[src/rtl/car_dash_pkg.sv]
// Shared move/game codes and defaults for the car dash pipeline.
// Also carries the BCD magnitude compare used by the high-score path.
package car_dash_pkg;

  localparam int unsigned NUM_LANES_DEF  = 6;
  localparam int unsigned TICK_COUNT_DEF = 50000000;

  typedef enum logic [1:0] {
    MOVE_NONE  = 2'b00,
    MOVE_RIGHT = 2'b01,
    MOVE_LEFT  = 2'b10,
    MOVE_HIT   = 2'b11
  } move_e;

  typedef enum logic [1:0] {
    ST_IDLE = 2'b00,
    ST_RUN  = 2'b01,
    ST_OVER = 2'b10
  } game_st_e;

  // Packed BCD a > b, most-significant digit decides first.
  function automatic logic bcd_gt(
    input logic [15:0] a,
    input logic [15:0] b
  );
    logic gt;
    logic eq;
    gt = 1'b0;
    eq = 1'b1;
    for (int i = 3; i >= 0; i--) begin
      if (eq && (a[i*4+:4] > b[i*4+:4])) gt = 1'b1;
      if (a[i*4+:4] != b[i*4+:4]) eq = 1'b0;
    end
    return gt;
  endfunction

endpackage

[src/rtl/car_state_tracker_if.sv]
// Tracker bus: tick/move inputs in, car/game status out.
// hiScore exists only when HIGH_SCORE_EN is defined.
interface car_state_tracker_if;

  logic [31:0] clkCnt;
  logic        start;
  logic [1:0]  moveResult;
  logic [5:0]  position;
  logic [5:0]  carRow;
  logic [2:0]  lives;
  logic [15:0] score;
  logic [1:0]  gameState;
  logic        hitFlash;
`ifdef HIGH_SCORE_EN
  logic [15:0] hiScore;
`endif

  modport master (
    output clkCnt,
    output start,
    output moveResult,
    input  position,
    input  carRow,
    input  lives,
    input  score,
    input  gameState,
    input  hitFlash
`ifdef HIGH_SCORE_EN
    , input hiScore
`endif
  );

  modport slave (
    input  clkCnt,
    input  start,
    input  moveResult,
    output position,
    output carRow,
    output lives,
    output score,
    output gameState,
    output hitFlash
`ifdef HIGH_SCORE_EN
    , output hiScore
`endif
  );

endinterface

[src/rtl/car_state_tracker_bcd_score_counter.sv]
// 4-digit packed BCD counter: clear, load, increment, sticks at 9999.
// Clear beats load beats increment.
module bcd_score_counter (
  input  logic        clk,
  input  logic        rst,
  input  logic        clr,
  input  logic        inc,
  input  logic        ld,
  input  logic [15:0] ld_val,
  output logic [15:0] q
);

  logic [15:0] cnt_q;
  logic [15:0] cnt_d;
  logic        carry;

  // Next count with digit-to-digit carry ripple.
  always_comb begin
    cnt_d = cnt_q;
    carry = 1'b1;
    if (clr) begin
      cnt_d = '0;
    end else if (ld) begin
      cnt_d = ld_val;
    end else if (inc && (cnt_q != 16'h9999)) begin
      for (int i = 0; i < 4; i++) begin
        if (carry) begin
          if (cnt_q[i*4+:4] == 4'd9) begin
            cnt_d[i*4+:4] = 4'd0;
          end else begin
            cnt_d[i*4+:4] = cnt_q[i*4+:4] + 4'd1;
            carry = 1'b0;
          end
        end
      end
    end
  end

  // Count register.
  always_ff @(posedge clk) begin
    if (rst) cnt_q <= '0;
    else     cnt_q <= cnt_d;
  end

  assign q = cnt_q;

endmodule

[src/rtl/car_state_tracker.sv]
// Car lane position, lives, BCD score and game FSM after the move stage.
// Define HIGH_SCORE_EN to add the persistent hiScore output.
module car_state_tracker
  import car_dash_pkg::*;
#(
  parameter int unsigned TICK_COUNT  = TICK_COUNT_DEF,
  parameter int unsigned NUM_LANES   = NUM_LANES_DEF,
  parameter int unsigned START_POS   = 2,
  parameter int unsigned LIVES       = 3,
  parameter int unsigned FLASH_TICKS = 2
) (
  input logic                clk,
  input logic                rst,
  car_state_tracker_if.slave bus
);

  localparam logic [31:0] SMP_CNT = 32'(TICK_COUNT + 1);
  localparam logic [5:0]  MAX_POS = 6'(NUM_LANES - 1);
  localparam logic [5:0]  ST_POS  = 6'(START_POS);
  localparam logic [2:0]  LIVES_V = 3'(LIVES);
  localparam logic [3:0]  FLASH_V = 4'(FLASH_TICKS);

  game_st_e    state_q, state_d;
  logic [5:0]  pos_q, pos_d;
  logic [2:0]  lives_q, lives_d;
  logic [3:0]  fcnt_q, fcnt_d;
  logic        flash_q, flash_d;
  logic        start_q;
  logic        sample_en;
  logic        start_rise;
  logic        score_clr;
  logic        score_inc;
  logic [15:0] score;

  assign sample_en  = (bus.clkCnt == SMP_CNT);
  assign start_rise = bus.start & ~start_q;

  // Game FSM plus position, lives and flash next-state.
  always_comb begin
    state_d   = state_q;
    pos_d     = pos_q;
    lives_d   = lives_q;
    fcnt_d    = fcnt_q;
    flash_d   = flash_q;
    score_clr = 1'b0;
    score_inc = 1'b0;
    unique case (state_q)
      ST_IDLE, ST_OVER: begin
        if (start_rise) begin
          state_d   = ST_RUN;
          pos_d     = ST_POS;
          lives_d   = LIVES_V;
          fcnt_d    = '0;
          flash_d   = 1'b0;
          score_clr = 1'b1;
        end
      end
      ST_RUN: begin
        if (sample_en) begin
          score_inc = 1'b1;
          if (fcnt_q != '0) fcnt_d = fcnt_q - 4'd1;
          flash_d = (fcnt_d != '0);
          case (move_e'(bus.moveResult))
            MOVE_LEFT: begin
              if (pos_q < MAX_POS) pos_d = pos_q + 6'd1;
            end
            MOVE_RIGHT: begin
              if (pos_q != '0) pos_d = pos_q - 6'd1;
            end
            MOVE_HIT: begin
              fcnt_d  = FLASH_V;
              flash_d = 1'b1;
              if (lives_q <= 3'd1) begin
                lives_d   = '0;
                state_d   = ST_OVER;
                score_inc = 1'b0;
              end else begin
                lives_d = lives_q - 3'd1;
              end
            end
            default: ;
          endcase
        end
      end
      default: state_d = ST_IDLE;
    endcase
  end

  // State registers; start is edge-detected every cycle.
  always_ff @(posedge clk) begin
    if (rst) begin
      state_q <= ST_IDLE;
      pos_q   <= ST_POS;
      lives_q <= LIVES_V;
      fcnt_q  <= '0;
      flash_q <= 1'b0;
      start_q <= 1'b0;
    end else begin
      state_q <= state_d;
      pos_q   <= pos_d;
      lives_q <= lives_d;
      fcnt_q  <= fcnt_d;
      flash_q <= flash_d;
      start_q <= bus.start;
    end
  end

  bcd_score_counter u_score (
    .clk    (clk),
    .rst    (rst),
    .clr    (score_clr),
    .inc    (score_inc),
    .ld     (1'b0),
    .ld_val (16'h0000),
    .q      (score)
  );

`ifdef HIGH_SCORE_EN
  logic        hi_ld;
  logic [15:0] hi_score;

  assign hi_ld = (state_q == ST_RUN) && (state_d == ST_OVER)
              && bcd_gt(score, hi_score);

  bcd_score_counter u_hi (
    .clk    (clk),
    .rst    (rst),
    .clr    (1'b0),
    .inc    (1'b0),
    .ld     (hi_ld),
    .ld_val (score),
    .q      (hi_score)
  );

  assign bus.hiScore = hi_score;
`endif

  assign bus.position  = pos_q;
  assign bus.carRow    = 6'b000001 << pos_q;
  assign bus.lives     = lives_q;
  assign bus.score     = score;
  assign bus.gameState = state_q;
  assign bus.hitFlash  = flash_q;

endmodule

[src/flat_wrapper.sv]
// flat-port wrapper written by rule: the top's interface ports become plain ports
module car_state_tracker_flat import car_dash_pkg::*;
#(
  parameter int unsigned TICK_COUNT  = TICK_COUNT_DEF,
  parameter int unsigned NUM_LANES   = NUM_LANES_DEF,
  parameter int unsigned START_POS   = 2,
  parameter int unsigned LIVES       = 3,
  parameter int unsigned FLASH_TICKS = 2
)
  (clk, rst, bus_clkCnt, bus_start, bus_moveResult, bus_position, bus_carRow, bus_lives, bus_score, bus_gameState, bus_hitFlash);
  car_state_tracker_if bus_i ();
  input logic clk;
  input logic rst;
  input wire logic [$bits(bus_i.clkCnt)-1:0] bus_clkCnt;
  input wire logic [$bits(bus_i.start)-1:0] bus_start;
  input wire logic [$bits(bus_i.moveResult)-1:0] bus_moveResult;
  output wire logic [$bits(bus_i.position)-1:0] bus_position;
  output wire logic [$bits(bus_i.carRow)-1:0] bus_carRow;
  output wire logic [$bits(bus_i.lives)-1:0] bus_lives;
  output wire logic [$bits(bus_i.score)-1:0] bus_score;
  output wire logic [$bits(bus_i.gameState)-1:0] bus_gameState;
  output wire logic [$bits(bus_i.hitFlash)-1:0] bus_hitFlash;
  assign bus_i.clkCnt = bus_clkCnt;
  assign bus_i.start = bus_start;
  assign bus_i.moveResult = bus_moveResult;
  assign bus_position = bus_i.position;
  assign bus_carRow = bus_i.carRow;
  assign bus_lives = bus_i.lives;
  assign bus_score = bus_i.score;
  assign bus_gameState = bus_i.gameState;
  assign bus_hitFlash = bus_i.hitFlash;
  car_state_tracker #(.TICK_COUNT(TICK_COUNT), .NUM_LANES(NUM_LANES), .START_POS(START_POS), .LIVES(LIVES), .FLASH_TICKS(FLASH_TICKS)) u_core (.clk(clk), .rst(rst), .bus(bus_i));
endmodule
[config.mk]
export PLATFORM = sky130hd
export DESIGN_NAME = car_state_tracker_flat
export DESIGN_NICKNAME = d
export VERILOG_FILES = /design/src/rtl/car_dash_pkg.sv /design/src/rtl/car_state_tracker_if.sv /design/src/rtl/car_state_tracker_bcd_score_counter.sv /design/src/rtl/car_state_tracker.sv /design/src/flat_wrapper.sv
export SDC_FILE = /design/constraint.sdc
export NUM_CORES = 1
export LEC_CHECK = 0
export ABC_AREA = 1
export CORE_MARGIN = 4
export CORE_UTILIZATION = 45
export DETAILED_ROUTE_END_ITERATION = 8
export PLACE_DENSITY_LB_ADDON = 0.1
export SETUP_SLACK_MARGIN = 0.1
export SLEW_MARGIN = 30
export SYNTH_ARGS = -nofsm -noshare
export SYNTH_HDL_FRONTEND = slang
export SYNTH_SLANG_ARGS = --single-unit
[constraint.sdc]
create_clock -name clk -period 3.9 [get_ports clk]
set_clock_uncertainty 0.1 [all_clocks]
set_input_delay 1.17 -clock clk [delete_from_list [all_inputs] [get_ports clk]]
set_output_delay 1.17 -clock clk [all_outputs]
set_load 0.02 [all_outputs]
# == After elaboration in Yosys (flattened, before gate mapping) ==
# Index checks and enable logic that the tools add are counted.
# word_totals
register_bits,33
wordCells,104
# classes
add_sub_neg,8
n_reduce_logical,15
muxes,48
n_lt_le_gt_ge,2
n_eq_ne,18
n_shift,1
n_bitwise,2
# op_table
op,count
$mux 4,10
$eq 32x26->1 const B,1
$mux 6,4
$pmux 6 s2,2
$mux 1,20
$add 4x1->4 const B,4
$eq 4x4->1 const B,4
$ne 16x16->1 const B,1
$mux 3,4
$mux 2,4
$ne 2x1->1 const B,4
$pmux 4 s2,1
$reduce_and 4->1,2
$reduce_bool 4->1,2
$add 6x1->6 const B,1
$eq 2x2->1 const B,3
$lt 6x3->1 const B,1
$ne 3x2->1 const B,2
$pmux 3 s2,1
$reduce_and 2->1,3
$reduce_and 6->1,1
$reduce_bool 6->1,1
$shl 1x6->6 const A,1
$sub 6x1->6 const B,1
14 further kinds,16

# == Longest topological paths before layout ==
# Gate-level depths: netlist of the first run.
# depth
word_depth,15
ltp_mapped,14
depth_no_buf,13

# == By module ==
# A second synthesis of the first run with hierarchy kept.
# unflattened
cells_unflattened,413
area_unflattened_um2,2532.4
# by_module_without_submodules
mod,instances,cells_each,area_per_inst_um2
car_state_tracker,1,233,1420.1
bcd_score_counter,1,180,1112.3

# == Worst setup path after synthesis of the first run ==
# Ideal clock, no wire load.
# synth_path
path_type,input-to-reg
from,input bus_moveResult[1]
to,register u_core.pos_q[2] (netlist: u_core.bus.position[2])
path_stages,13
arrival_time_ns,2.441
slack_ns,1.289
path_cell_list,inv_1 -> ha_1 -> buf_2 -> inv_1 -> nand2_1 -> nand2_1 -> inv_1 -> ha_1 -> a21o_1 -> xor2_1 -> inv_1 -> nand2_1 -> a21oi_1
# synth_between
elab_chain_len,4
elab_cells_between_ends,9
cone_classes,5 x eq/ne; 3 x mux; 1 x reduce/logical
# synth_rtl
item,line,source
"start, declared",flat_wrapper.sv:16,input wire logic [$bits(bus_i.moveResult)-1:0] bus_moveResult;
$eq 2x1->1 or $eq 2x2->1 (tied branches),car_state_tracker.sv:63,case (move_e'(bus.moveResult))
$pmux 6 s2,car_state_tracker.sv:63,
$mux 6,car_state_tracker.sv:59,if (sample_en) begin
$pmux 6 s2,car_state_tracker.sv:47,unique case (state_q)
"end signal, assigned",car_state_tracker.sv:100,pos_q <= pos_d;
"end, declared",car_state_tracker.sv:24,"logic [5:0] pos_q, pos_d;"
# Several ways; a longest one is shown, not always the timed one. The select of a mux whose other input is x is not followed.
# A chain may end at the register's enable or synchronous reset.

# == Worst setup path after layout of the first run ==
# layout_path
from,register u_core.pos_q[4] (netlist: u_core.bus.position[4])
to,output bus_carRow[2]
# layout_between
elab_chain_len,1
# layout_rtl
item,line,source
$shl 1x6->6,car_state_tracker.sv:139,assign bus.carRow = 6'b000001 << pos_q;
"end, declared",flat_wrapper.sv:18,output wire logic [$bits(bus_i.carRow)-1:0] bus_carRow;
# No other way between the ends.

==> out/metrics.yaml, run 1 <==
status: "complete, no violations"
slowest_stage: "clkdlybuf4s50_1"
cp_data_required_time_ns: 2.63
yosys.area_share.simple_pct: 40.00
gr-total-overflow: 0
worstRegToRegCells: 7
drive_gt1_share_pct: 7.021
hold_viol_final: 0
vias_per_cell: 4.857
htreeDepth: 2
worst_r2r_endpoint: "u_core.u_score.q[12]"
synth_top_family_by_area: "simple AND/OR/NAND/NOR gates"
rr_startpoint: "u_core.bus.lives[1]"
syn_inst: 396
wl_mm: 5.991
clockBufferDepth: 2
finalNetCount: 515
hp-class: "reg2reg"
nFillCells: 493
die_h_um: 81.64
totalPowerFinal_uw: 858.9
clk_latency_ns: 0.29
holdPathEnd: "u_core.bus.hitFlash"
wl_met3_um: 258
io_pins: 71
tritoncts: "yes"
top_layer: "met4"
drcViolationCount: 0
hp-start: "u_core.bus.hitFlash"
rsz0062_at_grt: "false"
yosys_most_used_dff: "dfxtp_1"
powerDensity_mw_per_mm2: 258.7
clock-sinks: 33
vias: 2623
ys_ff_latch: 33
p_leak_nw: 1.409
layout_common_cells: "nand2_1 (101), clkdlybuf4s50_1 (70), inv_1 (59)"
design_area_mm2: 0.003319
initial_core_util_pct: 47.17
setup_violations: 0
multi_input_area_mm2: 0.001481
drt-met1-wl_mm: 2.665
area_delta_synth_final_pct: 36.05
route.met2.wl_mm: 3.009
min_period_ns: 3.034
fp-row-count: 26
wl_per_cell_um: 11.09
drtIter0Drc: 60
yosys.area_share.adder_pct: 4.615
place_area_mm2: 0.003203
dr.pass1.iters: 4
slew_headroom_pct: 61.89
grt_start_max_net_pins: 20
syn-num-nets: 442
worst_slack_ns: 0.8662
worst_slew_pin_slew_ns: 0.5717
synth_async_sr_flop_share_pct: 0
fmaxAchievable_mhz: 329.6
startpoint_type: "flop"
cp_slowest_stage_delay_ns: 0.65
cts_resized: 0
place_hpwl_mm: 4.680
critPathBufInv: 2
synth_area_mm2: 0.002440
ir_drop_uv: 175.8
grt_use_total_pct: 19.37
numCtsBuffers: 5
seqCellArea_um2: 660.6
path_cells: "nor2_2 > inv_1 > nor3_1 > clkdlybuf4s50_1"
ant_nets: 0
grt_pass1_wl_mm: 10.43
coreArea_mm2: 0.005172
gp_congestion: 0.8166
portBuffers: 70
pre_cts_ws_ns: 0.6500
synth_compound_area_share_pct: 11.79
grt_pass1_vias: 2486
ys_top_cells_by_area: "dfxtp_1 (27%), nand2_1 (16%), inv_1 (9.1%)"
finalSetupTns_ns: 0
cts_setup_buffers: 0
crit_family: "buffers and inverters"
final_core_util_pct: 64.18
synth.area.mux_share_pct: 0
cts_root_buf: "clkbuf_8"
yosysSeqAreaShare_pct: 27.08
hold_depth: 2
dieArea_mm2: 0.006664
synth_largest_area_cell: "dfxtp_1"
clk_pin_slew_ns: 0.07
fin_crit_sh_pct: 77.79
antenna_cells: 0
synth_edf_count: 0
yosys.area_share.xor_xnor_pct: 4.308
antenna_found_initial: 0
synth.avg_cell_area_um2: 6.161
arrival_ns: 1.76
synth_top_area_share_pct: 27.08
dieWidth_um: 81.64
cap_viol_max_count: 0
cp-end-kind: "primary output"
critPathMaxFanout: 4
ys_warn_count: 0
critPathKind: "reg2out"
ys_types: 35
maxSlewViolCount: 0
final_common_cell: "nand2_1"
hold_buffers: 0
ff2ff_setup_slack_ns: 1.82
## logic make-up (layout without fill, tap and decap cells)
family / after synthesis / in the layout
xor gates and xnor gates: 12 / 12
and+or+nand+nor: 217 / 217
adders and majority gates: 9 / 9
DFF: 33 / 33
buffers and inverters: 74 / 148
AOI/OAI and AO/OA: 51 / 51
## cell usage after synthesis (2+ instances only)
cell,count
a21oi_1,27
nor3_1,5
buf_2,2
inv_2,8
xnor2_1,3
buf_6,2
nand3_1,32
xor2_1,9
nand2_1,101
dfxtp_1,33
ha_1,9
nor2_4,2
nand2_2,3
nand4_1,12
o21bai_1,2
inv_1,59
nand4_2,2
nor2_1,50
o21ai_0,16
nor2_2,3
clkbuf_1,2
## worst max-delay path by stage
stage / start / endpoint / slack (ns) / cells past startpoint
global route: bus_moveResult[1] / u_core.bus.position[5] / 0.69 / 11
detailed placement: bus_moveResult[1] / u_core.bus.position[4] / 0.65 / 14
CTS: u_core.bus.position[4] / bus_carRow[2] / 0.86 / 4
finish: u_core.bus.position[4] / bus_carRow[2] / 0.87 / 4
floorplan: bus_moveResult[1] / u_core.bus.position[2] / 1.29 / 13
global placement: bus_moveResult[0] / u_core.u_score.q[14] / 0.71 / 6
## state kept, by name (all words and copies together) (netlist names)
name,count
u_core.u_score.q,16
u_core.bus.gameState,2
u_core.bus.lives,3
u_core.start_q,1
u_core.bus.position,6
u_core.fcnt_q,4
u_core.bus.hitFlash,1
## power breakdown
part | leakage (nW) | switching, mW | total [mW] | internal [mW]
Clock | 0.0585 | 0.130 | 0.338 | 0.208
Combinational | 1.08 | 0.0905 | 0.168 | 0.0778
Sequential | 0.267 | 0.00828 | 0.352 | 0.344
Total | 1.41 | 0.229 | 0.859 | 0.630
## tightest hold or removal path: stages, from the launching register on
cell     delay, ns
dfxtp_1       0.31
nand2_1       0.06
a21oi_1       0.05
## per-layer routing
metal,vias up,GRT usage [%]
met5,-,0
met4,0,4.651
met3,6,3.838
met2,47,36.89
met1,1170,21.92
li1,1400,-
## layout make-up
cell class / instances / share of cell area, %
clock inverters: 1 / 0.9046
well taps: 70 / 2.639
flip-flops and latches: 33 / 19.90
repair buffers: 72 / 21.56
inverters: 68 / 7.765
clock buffers: 7 / 2.601
multi-input cells: 289 / 44.63
## metrics by stage
stage | cells | hold slack (ns)
5_1_grt | 540 | 0.4047
2_1_floorplan | 396 | 0.3701
3_3_place_gp | 532 | 0.3553
6_report | 540 | 0.3676
4_1_cts | 540 | 0.3719
3_5_place_dp | 532 | 0.3588
No activity file was read; power rests on OpenSTA's default activity.
==> inputs of run 2 (changes only) <==
==> constraint.sdc (replaced) <==
create_clock -name clk -period 2.95 [get_ports clk]
set_clock_uncertainty 0.1 [all_clocks]
set_input_delay 0.885 -clock clk [delete_from_list [all_inputs] [get_ports clk]]
set_output_delay 0.885 -clock clk [all_outputs]
set_load 0.02 [all_outputs]
==> run 2 against run 1 <==
Net effect: largest power group unchanged; routed wire length up 1.5%; worst hold slack improved by 0.011 ns; sequential share of layout area decreased by 0.15 points; non-clock buffer count up 3; count of clock-buffer cells in the layout unchanged.
==> out/metrics.yaml, run 2 (synthesis results as in run 1) <==
status: "complete, no violations"
clock-sinks: 33  # unchanged
critPathBufInv: 2  # unchanged
path_cells: "nor2_2 > inv_1 > nor3_1 > clkdlybuf4s50_1"
slowest_stage: "clkdlybuf4s50_1"
place_hpwl_mm: 4.805  # +2.7%
gr-total-overflow: 0  # unchanged
hold_depth: 2  # unchanged
min_period_ns: 2.698
portBuffers: 70  # unchanged
worst_slew_pin_slew_ns: 0.4741  # -0.09753 ns
ff2ff_setup_slack_ns: 1.15  # -0.67 ns
critPathKind: "reg2out"
hold_viol_final: 0  # unchanged
p_leak_nw: 1.443  # +2.4%
seqCellArea_um2: 660.6  # unchanged
setup_violations: 0  # unchanged
worstRegToRegCells: 8  # +1
hold_buffers: 0  # unchanged
rr_startpoint: "u_core.bus.lives[1]"
clkPwrFrac_pct: 39.1  # -0.3 points
worst_r2r_endpoint: "u_core.u_score.q[7]"
final_common_cell: "nand2_1"
clk_pin_slew_ns: 0.07  # about the same
dr.pass1.iters: 4  # unchanged
wl_mm: 6.078  # +1.5%
layout_common_cells: "nand2_1 (101), clkdlybuf4s50_1 (69), inv_1 (59)"
ant_nets: 0  # unchanged
tritoncts: "yes"
crit_family: "buffers and inverters"
antenna_found_initial: 0  # unchanged
coreArea_mm2: 0.005172  # unchanged
finalSetupTns_ns: 0  # unchanged
largest_reg_flops: 16  # unchanged
cts_resized: 0  # unchanged
vias: 2648  # +0.95%
finalNetCount: 518  # +0.58%
drtIter0Drc: 71  # +18%
instances_no_fill: 543  # +0.56%
drcViolationCount: 0  # unchanged
initial_core_util_pct: 47.17  # unchanged
dieArea_mm2: 0.006664  # unchanged
rsz0062_at_grt: "false"
hp-start: "u_core.bus.hitFlash"
p_comb_share_pct: 20.0  # +0.4 points
maxSlewViolCount: 0  # unchanged
drive_gt1_share_pct: 7.611  # +0.59 points
grt_pass1_vias: 2472  # -0.56%
clk_latency_ns: 0.28  # about the same
grt_use_total_pct: 19.19  # -0.17 points
cp-end-kind: "primary output"
fin_crit_sh_pct: 91.44
startpoint_type: "flop"
hp-class: "reg2reg"
p_switching_uw: 299.5  # +31%
place_inst: 535  # +0.56%
vias_per_cell: 4.877  # +0.40%
grt_start_max_net_pins: 16  # -20%
slew_headroom_pct: 68.15  # +6.3 points
grt_pass1_wl_mm: 10.25  # -1.6%
htreeDepth: 2  # unchanged
dieWidth_um: 81.64  # unchanged
cts_setup_buffers: 0  # unchanged
nFillCells: 486  # -1.4%
cts_root_buf: "clkbuf_8"
cp_data_required_time_ns: 1.97  # -0.66 ns
power.share.sequential_pct: 40.9  # about the same
arrival_ns: 1.71  # -0.05 ns
die_h_um: 81.64  # unchanged
powerDensity_mw_per_mm2: 339.7  # +31%
wl_per_cell_um: 11.19  # +0.89%
io_pins: 71  # unchanged
holdPathEnd: "u_core.bus.hitFlash"
p_int_uw: 836.8  # +33%
ir_drop_uv: 269.8  # +53%
cp_slowest_stage_delay_ns: 0.63  # -0.02 ns
numCtsBuffers: 5  # unchanged
cap_viol_max_count: 0  # unchanged
switching_share_pct: 26.35  # -0.27 points
multi_input_area_mm2: 0.001481  # unchanged
fmaxAchievable_mhz: 370.7
area_delta_synth_final_pct: 37.08
critPathMaxFanout: 4  # unchanged
antenna_cells: 0  # unchanged
fp-row-count: 26  # unchanged
clockBufferDepth: 2  # unchanged
gp_congestion: 0.8677  # +6.3%
==> run 2: cell types whose count changed in the layout (fill, tap and decap cells not counted), sizes merged <==
cell	change
buf	+3
clkdlybuf4s50	-1
dlymetal6s2s	+1
==> run 2: how the worst max path moves through the flow <==
stage,start,to,slack [ns],depth (start not counted)
after floorplan,bus_moveResult[1],u_core.bus.position[2],0.62,13
after global placement,bus_moveResult[1],u_core.bus.position[2],0.1,13
after detailed placement,bus_moveResult[1],u_core.bus.position[5],0.05,11
after CTS,u_core.bus.position[0],bus_carRow[3],0.18,3
after global routing,bus_moveResult[1],u_core.bus.position[3],0.12,11
final,u_core.bus.position[4],bus_carRow[2],0.25,4
==> run 2: area by class of cell <==
class	count	area share, %
sequential	33	19.75
clock buffer	7	2.581
timing repair buffer	75	22.15
inverter	68	7.707
multi-input combinational	289	44.29
tap	70	2.619
clock inverter	1	0.8979
==> run 2: per-stage QoR <==
step	worst slack [ns]	power, mW	util (%)	area, um^2	hold WS, ns
3_5_place_dp	0.05451	0.7013	62.36	3226	0.3695
4_1_cts	0.1807	1.148	64.61	3342	0.3823
5_1_grt	0.1156	1.199	64.66	3344	0.3966
2_1_floorplan	0.6236	0.6062	-	2440	0.3701
6_report	0.2524	1.136	64.66	3344	0.3790
3_3_place_gp	0.09891	0.6982	62.36	3226	0.3560
==> run 2: tightest hold or removal path, delay by kind of cell, from the launching register on <==
family | cells | cell delay [ns]
flops | 1 | 0.32
simple gates | 1 | 0.06
compound gates | 1 | 0.05
==> run 2: power groups by stage <==
stage               Clock [mW]  Combinational (mW)  Sequential [mW]
floorplan                    0               0.127            0.479
CTS                      0.455               0.228            0.465
global placement             0               0.223            0.475
finish                   0.444               0.227            0.465
global route             0.478               0.255            0.466
detailed placement           0               0.226            0.475
==> run 2: layer usage <==
| metal | vias up | share of wire [%] | GRT usage, % |
|---|---|---|---|
| li1 | 1403 | - | - |
| met1 | 1190 | 44 | 21.61 |
| met2 | 53 | 52 | 36.97 |
| met3 | 2 | 3.5 | 3.838 |
| met4 | 0 | 0.44 | 3.987 |
| met5 | - | 0 | 0 |
